$ cat src/rtl/regfile_wb_scheduler.sv
// Writeback scheduler: round-robin share of the register-file write port plus a pending-write scoreboard.
// Latency: grant is combinational; the granted write reaches rf_write_* one cycle after the transfer.
// Backpressure: one requester is granted per cycle (req_ready); issue_ready stalls re-reservation of a pending register.
// Optional feature macro: WB_BYPASS_EN (adds bypassA/bypassB/bypass_data and bypass-aware hazard).
module regfile_wb_scheduler #(
  parameter int NREQ = 3,
  parameter int AW   = 4,
  parameter int DW   = 16
) (
  input  logic                 clk,
  input  logic                 RESET,
  input  logic [NREQ-1:0]      req_valid,
  output logic [NREQ-1:0]      req_ready,
  input  logic [NREQ*AW-1:0]   req_addr,
  input  logic [NREQ*DW-1:0]   req_data,
  input  logic                 issue_en,
  input  logic [AW-1:0]        issue_addr,
  output logic                 issue_ready,
  input  logic [AW-1:0]        chk_addrA,
  input  logic [AW-1:0]        chk_addrB,
  output logic                 hazard,
  output logic                 rf_write_en,
  output logic [AW-1:0]        rf_write_addr,
  output logic [DW-1:0]        rf_write_data,
  output logic [(2**AW)-1:0]   busy
`ifdef WB_BYPASS_EN
  ,
  output logic                 bypassA,
  output logic                 bypassB,
  output logic [DW-1:0]        bypass_data
`endif
);

  localparam int PW   = (NREQ > 1) ? $clog2(NREQ) : 1;
  localparam int NREG = 2**AW;

  // Adds an offset (< NREQ) to a requester index, wrapping modulo NREQ.
  function automatic logic [PW-1:0] wrap_add(input logic [PW-1:0] base, input int offs);
    int s;
    s = int'(base) + offs;
    if (s >= NREQ) s = s - NREQ;
    return PW'(s);
  endfunction

  logic [PW-1:0]   rr_ptr;
  logic [PW-1:0]   gnt_idx;
  logic            gnt_any;
  logic            xfer;
  logic [AW-1:0]   gnt_addr;
  logic [DW-1:0]   gnt_data;
  logic [NREG-1:0] set_vec;
  logic [NREG-1:0] clr_vec;
  logic            clr_issue_addr;

  // Round-robin search starting at rr_ptr; the first valid requester wins.
  always_comb begin
    gnt_any = 1'b0;
    gnt_idx = '0;
    for (int k = 0; k < NREQ; k++) begin
      if (!gnt_any && req_valid[wrap_add(rr_ptr, k)]) begin
        gnt_any = 1'b1;
        gnt_idx = wrap_add(rr_ptr, k);
      end
    end
  end

  assign xfer = gnt_any & ~RESET;

  // One-hot grant; nothing is granted while reset is asserted.
  always_comb begin
    req_ready = '0;
    if (xfer) req_ready[gnt_idx] = 1'b1;
  end

  // Select the granted requester's destination and data.
  always_comb begin
    gnt_addr = '0;
    gnt_data = '0;
    for (int i = 0; i < NREQ; i++) begin
      if (gnt_idx == PW'(i)) begin
        gnt_addr = req_addr[i*AW +: AW];
        gnt_data = req_data[i*DW +: DW];
      end
    end
  end

  // Pointer moves past the winner so it gets lowest priority next round.
  always_ff @(posedge clk) begin
    if (RESET) begin
      rr_ptr <= '0;
    end else if (xfer) begin
      rr_ptr <= wrap_add(gnt_idx, 1);
    end
  end

  // Registered write port; address/data hold when no transfer happens.
  always_ff @(posedge clk) begin
    if (RESET) begin
      rf_write_en   <= 1'b0;
      rf_write_addr <= '0;
      rf_write_data <= '0;
    end else begin
      rf_write_en <= xfer;
      if (xfer) begin
        rf_write_addr <= gnt_addr;
        rf_write_data <= gnt_data;
      end
    end
  end

  // Per-register reservation (issue) and completion (write) decode.
  always_comb begin
    set_vec = '0;
    clr_vec = '0;
    for (int r = 0; r < NREG; r++) begin
      set_vec[r] = issue_en & issue_ready & (issue_addr == AW'(r));
      clr_vec[r] = rf_write_en & (rf_write_addr == AW'(r));
    end
  end

  // Scoreboard: a reservation beats a completion landing on the same register.
  always_ff @(posedge clk) begin
    if (RESET) begin
      busy <= '0;
    end else begin
      busy <= set_vec | (busy & ~clr_vec);
    end
  end

  // A pending register may be re-reserved only in the cycle its write completes.
  assign clr_issue_addr = rf_write_en & (rf_write_addr == issue_addr);
  assign issue_ready    = ~RESET & (~busy[issue_addr] | clr_issue_addr);

`ifdef WB_BYPASS_EN
  // Forward the in-flight write so the issue stage need not wait for the RF update.
  assign bypassA     = rf_write_en & (rf_write_addr == chk_addrA);
  assign bypassB     = rf_write_en & (rf_write_addr == chk_addrB);
  assign bypass_data = rf_write_data;
  assign hazard      = (busy[chk_addrA] & ~bypassA) | (busy[chk_addrB] & ~bypassB);
`else
  // The RF read still shows the old value during the write cycle, so busy alone decides.
  assign hazard      = busy[chk_addrA] | busy[chk_addrB];
`endif

endmodule

$ cat config.mk
export PLATFORM = sky130hd
export DESIGN_NAME = regfile_wb_scheduler
export DESIGN_NICKNAME = d
export VERILOG_FILES = /design/src/rtl/regfile_wb_scheduler.sv
export SDC_FILE = /design/constraint.sdc
export NUM_CORES = 1
export LEC_CHECK = 0
export CAP_MARGIN = 20
export CORE_MARGIN = 4
export CORE_UTILIZATION = 39
export DETAILED_ROUTE_END_ITERATION = 16
export PLACE_DENSITY_LB_ADDON = 0.05
export SLEW_MARGIN = 20
export SYNTH_ARGS = -nofsm -noshare
export SYNTH_HDL_FRONTEND = slang
export SYNTH_SLANG_ARGS = --single-unit
$ cat constraint.sdc
create_clock -name clk -period 4.11 [get_ports clk]
set_input_delay 1.233 -clock clk [delete_from_list [all_inputs] [get_ports clk]]
set_output_delay 1.233 -clock clk [all_outputs]
set_load 0.02 [all_outputs]
==> summary.md, run 1 <==
| Metric | Value |
|---|---|
| Final Instance Area | 4539 um2 |
| Combined area of the multi-input logic cells | 2042 um2 |
| Largest net degree at the start of global routing | 41 |
| Synth top area share | 0.2724 |
| Synth Area per Inst | 9.398 um2 |
| Maxcap violations | 0 |
| Nature of the critical path startpoint | input pin |
| Total core area | 6982 um2 |
| Drt wl/cell | 17.73 um |
| HPWL Detailed | 7127 um |
| Critical path class | in2out |
| CTS buffer count | 5 |
| List of most frequent post-synthesis cells | nor2b_1 (46), dfxtp_1 (39), o41ai_1 (28), clkbuf_1 (23), nand4_1 (21) |
| Post-synth top area cell | dfxtp_1 |
| Final hold vios | 0 |
| Total track usage | 0.2117 |
| First-pass GRT wire length | 15010 um |
| Cell Area, Synth | 2866 um2 |
| PD cells | 545.6 nW/um2 |
| Post-synth EDFFs | 0 |
| Cells after synthesis | 305 |
| Worst IR Drop VDD | 0.0002588 V |
| Worst EP arrival | 2850 ps |
| # setup viols final | 0 |
| Vias per inst | 5.790 |
| H-tree depth | 2 |
| Worst EP required | 2880 ps |
| CTS tree | built |
| Filler cells | 630 |
| Status | finished, final reports clean |
| Die X-Extent | 93.73 um |
| Final wirelength | 9540 um |
| Post-synth cell types | 46 |
| Yosys warning count | 0 |
| Area growth, synth to finish | 58.36% |
| Top_reg_cell synth | dfxtp_1 |
| 1st-pass router iterations | 4 |
| Ratio of cells with drive above 1 in the final layout | 0.1923 |
| Async set-reset flop share out of synthesis | 0 |
| Worst slew margin | 0.5669 |
| Setup WS post-layout | 29.55 ps |
| Total power | 2.477 mW |
| Final #Nets | 526 |
| Placed insts | 520 |
| Final Cycle Share | 0.9928 |
| Min-delay worst type | reg2reg |
| Hold_buf cts | 0 |
| Final hold slack | 522.5 ps |
| Vias in the first global route | 3046 |
| Row cnt | 30 |
| Total grt overflow | 0 |
| Non-filler cells in the finished layout | 538 |
| I/O pin total | 120 |
| Yosys reg bits | 39 |
| Fin crit period | 4080 ps |
| Lkg Pwr | 1.641 nW |
| Diodes inserted | 0 |
| Seq/Total Area, Yosys | 0.2724 |
| Reg area | 780.7 um2 |
| Root buf cell | clkbuf_8 |
| Worst Setup Slack post-DPL | -759.2 ps |
| Via Count | 3115 |
| Placed Instance Area | 4304 um2 |
| Die H | 93.73 um |
| Post-Syn Nets | 390 |
| Leading post-synthesis cells by cell area | dfxtp_1 (27%), nor2b_1 (10%), o41ai_1 (8.6%), mux4_1 (6.4%), a221oi_1 (6.1%) |
| CP max FO | 3 |
| Worst slew pin tran | 648.2 ps |
| Worst-skew pair later-pin latency | 290 ps |
| Crit. End Element | output pin |
| F_max | 245.1 MHz |
| Post-route ant nets | 0 |
| Starting Density | 0.4106 |
| Most common cell in the netlist | nor2b_1 |
| Clock Skew | 6.845 ps |
| Residual DRC | 0 |
| Reg clk slew, reported paths | 70 ps |
| 1st-iter DRT viols | 102 |
| Die Area | 8785 um2 |
| Number of port buffers | 119 |
| GP Congestion | 0.9255 |
| Slew Limit Fails | 0 |
| Initial antenna violation count | 0 |
| Clock Sinks | 39 |
| CTS Buffer Depth | 2 |
per-stage QoR:
step,setup TNS [ps],util
6_report,0,0.6502
3_3_place_gp,-3056,0.6165
4_1_cts,0,0.6448
3_5_place_dp,-3196,0.6165
5_1_grt,-12.40,0.6502
2_1_floorplan,0,-
sequential cells by signal, summed over array words and instances (netlist names):
name	cells
busy	16
rr_ptr	2
rf_write_data	16
rf_write_addr	4
rf_write_en	1
critical path: stages:
cell and delay (ps):
buf_6 90, nor2b_4 110, or4b_4 570, a21oi_4 220
o2bb2a_4 170, ha_4 130, nor3b_4 180, buf_6 140
kinds of logic after synthesis:
group / Yosys count / synth area share
AO/OA/AOI/OAI: 85 / 0.2462
buffers and inverters: 31 / 0.04888
AND/OR/NAND/NOR: 115 / 0.2423
flip-flops: 39 / 0.2724
multiplexers: 24 / 0.1475
adder cells (fa/ha/maj): 7 / 0.03055
XOR/XNOR: 4 / 0.01222
routing by layer:
layer | part of all wire | vias up | global-route usage
met1 | 0.42 | 1476 | 0.2625
met5 | 0 | - | 0
li1 | - | 1502 | -
met2 | 0.49 | 124 | 0.3637
met4 | 0.014 | 0 | 0.04934
met3 | 0.078 | 13 | 0.05849
power by group:
part	internal, mW	leakage [nW]	switching [mW]
Combinational	0.753	1.27	0.831
Clock	0.153	0.0515	0.133
Sequential	0.499	0.320	0.107
Total	1.41	1.64	1.07
cell usage in the layout (no fill, tap or decap), types with 8 or more instances in the layout:
cell / synthesis / layout
o211ai_1: 10 / 10
dfxtp_1: 39 / 39
o41ai_1: 28 / 28
mux2i_1: 10 / 9
clkdlybuf4s50_1: 0 / 105
a221oi_1: 20 / 20
buf_4: 2 / 37
nand4_1: 21 / 21
nor2b_1: 46 / 45
o31ai_1: 9 / 9
nand3_1: 9 / 9
nand2_1: 11 / 10
nand2b_1: 8 / 8
mux4_2: 5 / 8
final timing paths:
check / from / cells past startpoint / slack, ps / end
worst max-delay path: req_valid[0] / 8 / 30 / req_ready[1]
worst min-delay path: rr_ptr[1] / 2 / 520 / rr_ptr[1]
worst max register to register: rr_ptr[1] / 12 / 1110 / rf_write_addr[1]
worst min register to register: rr_ptr[1] / 2 / 520 / rr_ptr[1]
final cells by class:
type	instances	share of cell area
sequential	39	0.1720
timing repair buffer	157	0.3272
multi-input combinational	235	0.4498
clock buffer	8	0.02205
tap	96	0.02646
inverter	3	0.002481
timing repair:
action,4_1_cts,5_1_grt
pin swaps,5,5
gates resized for setup,50,16
endpoints found under the setup margin,5,4
setup buffers,7,2
cloned,1,0
Power figures use the tool's default switching activity.
==> run 2: changes to the inputs <==
--- a/config.mk
+++ b/config.mk
@@ -7,7 +7,7 @@
 export LEC_CHECK = 0
 export CAP_MARGIN = 20
 export CORE_MARGIN = 4
-export CORE_UTILIZATION = 39
+export CORE_UTILIZATION = 47
 export DETAILED_ROUTE_END_ITERATION = 16
 export PLACE_DENSITY_LB_ADDON = 0.05
 export SLEW_MARGIN = 20
==> constraint.sdc (replaced) <==
create_clock -name clk -period 5.3 [get_ports clk]
set_input_delay 1.59 -clock clk [delete_from_list [all_inputs] [get_ports clk]]
set_output_delay 1.59 -clock clk [all_outputs]
set_load 0.02 [all_outputs]
==> run 2 against run 1 <==
Net effect: flip-flop and latch count unchanged; register-to-register slack better by 1200 ps; clock-buffer cell count down 3; clock skew grew 3.5 ps; critical path type unchanged; critical endpoint is now issue_ready; highest routed layer unchanged.
==> summary.md, run 2 (synthesis gave the netlist of run 1 again) <==
| Metric | Value |
|---|---|
| First-pass GRT wire length | 14620 um |
| H-tree depth | 2 |
| CP max FO | 17 |
| Fin Setup TNS | 0 ps |
| Largest net degree at the start of global routing | 41 |
| Root buf cell | clkbuf_8 |
| Area growth, synth to finish | 50.11% |
| CTS Buffer Depth | 2 |
| WP buf/inv | 3 |
| Worst slew pin tran | 691.4 ps |
| Slowest cell on the critical path | mux4_2 |
| Commonest non-fill, non-tap cell in the layout | clkdlybuf4s50_1 |
| F_max | 195.6 MHz |
| Clock Skew | 10.30 ps |
| Total power | 1.843 mW |
| Nature of the critical path startpoint | input pin |
| Ratio of cells with drive above 1 in the final layout | 0.1200 |
| Final Cycle Share | 0.9647 |
| Total track usage | 0.2456 |
| Crit path cell chain | clkdlybuf4s50_1 > buf_12 > mux2i_1 > mux4_2 > mux2i_1 > a21oi_1 > dlygate4sd2_1 |
| Starting Density | 0.4842 |
| Clock Sinks | 39 |
| CP top delay family | buffers and inverters |
| Residual DRC | 0 |
| Slew Limit Fails | 0 |
| Die X-Extent | 86.10 um |
| Via Count | 3118 |
| Post-route ant nets | 0 |
| Most frequent cells in the layout | clkdlybuf4s50_1 (111), nor2b_1 (46), dfxtp_1 (39), o41ai_1 (28), nand4_1 (21) |
| GP Congestion | 0.9255 |
| # setup viols final | 0 |
| Vias per inst | 6.236 |
| Critical path class | in2out |
| Number of port buffers | 119 |
| Hold_buf cts | 0 |
| Final #Nets | 509 |
| Row cnt | 28 |
| Status | finished, final reports clean |
| Final wirelength | 9169 um |
| Reg clk slew, reported paths | 70 ps |
| Core Util, Final | 0.7268 |
| RSZ-0062 raised after global routing | false |
| Initial antenna violation count | 0 |
| PD cells | 428.3 nW/um2 |
| 1st-iter DRT viols | 229 |
| Worst Setup Slack post-DPL | -422.4 ps |
| Die H | 86.10 um |
| Filler cells | 457 |
| HPWL Detailed | 6736 um |
| Worst slew margin | 0.5380 |
| Total core area | 5921 um2 |
| Vias in the first global route | 2962 |
| Final hold vios | 0 |
| Min-delay worst type | reg2reg |
| Worst IR Drop VDD | 0.0006403 V |
| Diodes inserted | 0 |
| Die Area | 7412 um2 |
| Lkg Pwr | 1.556 nW |
| CTS tree | built |
| Top Registers | busy x16, rf_write_data x16, rf_write_addr x4 |
| CTS buffer count | 5 |
| Fin crit period | 5113 ps |
| Total grt overflow | 0 |
| Drt wl/cell | 18.34 um |
| CP dominant cell by count | mux2i_1 |
| CP max stage delay | 530 ps |
| Worst-skew pair later-pin latency | 300 ps |
| Maxcap violations | 0 |
| Setup WS post-layout | 186.9 ps |
| Worst EP arrival | 3520 ps |
| 1st-pass router iterations | 5 |
| Crit. End Element | output pin |
| I/O pin total | 120 |
| Worst EP required | 3710 ps |
[run 2: cell count changes in the layout (fill, tap and decap cells not counted), moves of 2 or more]
cell	change
mux4_1	+3
clkbuf_2	-2
buf_2	-2
ha_1	+3
clkdlybuf4s50_1	+6
clkbuf_8	-2
mux4_2	-3
ha_4	-2
nor3b_4	-2
buf_4	-17
[run 2: what timing repair did]
| item | CTS | global route |
|---|---|---|
| setup buffers | 0 | 0 |
| pin swaps | 0 | 1 |
| endpoints found under the setup margin | 5 | 2 |
| gates resized for setup | 19 | 4 |
[run 2: report_power, final]
group | leakage (nW) | internal, mW | total, mW | switching, mW
Clock | 0.0581 | 0.140 | 0.254 | 0.113
Combinational | 1.18 | 0.512 | 1.12 | 0.610
Sequential | 0.320 | 0.387 | 0.467 | 0.0807
[run 2: worst paths after layout]
check,start,to,slack (ps),depth (start not counted)
setup / recovery,issue_addr[1],issue_ready,190,7
hold / removal,rr_ptr[1],rr_ptr[1],530,2
setup reg to reg,rr_ptr[0],rf_write_addr[2],2270,11
hold reg to reg,rr_ptr[1],rr_ptr[1],530,2
[run 2: cell type report]
type,instances,area (um2),area share
well taps,75,93.84,0.02181
inverters,3,11.26,0.002617
flip-flops and latches,39,780.7,0.1814
clock buffers,5,68.82,0.01599
multi-input cells,235,1962,0.4559
repair buffers,140,1343,0.3120
clock inverters,3,43.79,0.01018
[run 2: tightest hold or removal path, cell delays in order, from the launching register on]
cell,delay (ps)
dfxtp_1,340
nand4_1,90
a21oi_1,60
[run 2: metrics by stage]
stage          area [um2]  hold WS [ps]  instances
2_1_floorplan        2867         479.5        305
3_3_place_gp         4184         501.4        491
3_5_place_dp         4184         521.7        491
4_1_cts              4287         534.2        499
5_1_grt              4303         562.3        500
6_report             4303         530.2        500
[run 2: per-layer routing]
| layer | GRT usage | vias to the layer above | wire length [um] |
|---|---|---|---|
| met4 | 0.05899 | 0 | 107 |
| met1 | 0.3033 | 1506 | 3587 |
| met3 | 0.06244 | 13 | 769 |
| met5 | 0 | - | 0 |
| met2 | 0.4268 | 131 | 4705 |
| li1 | - | 1468 | - |
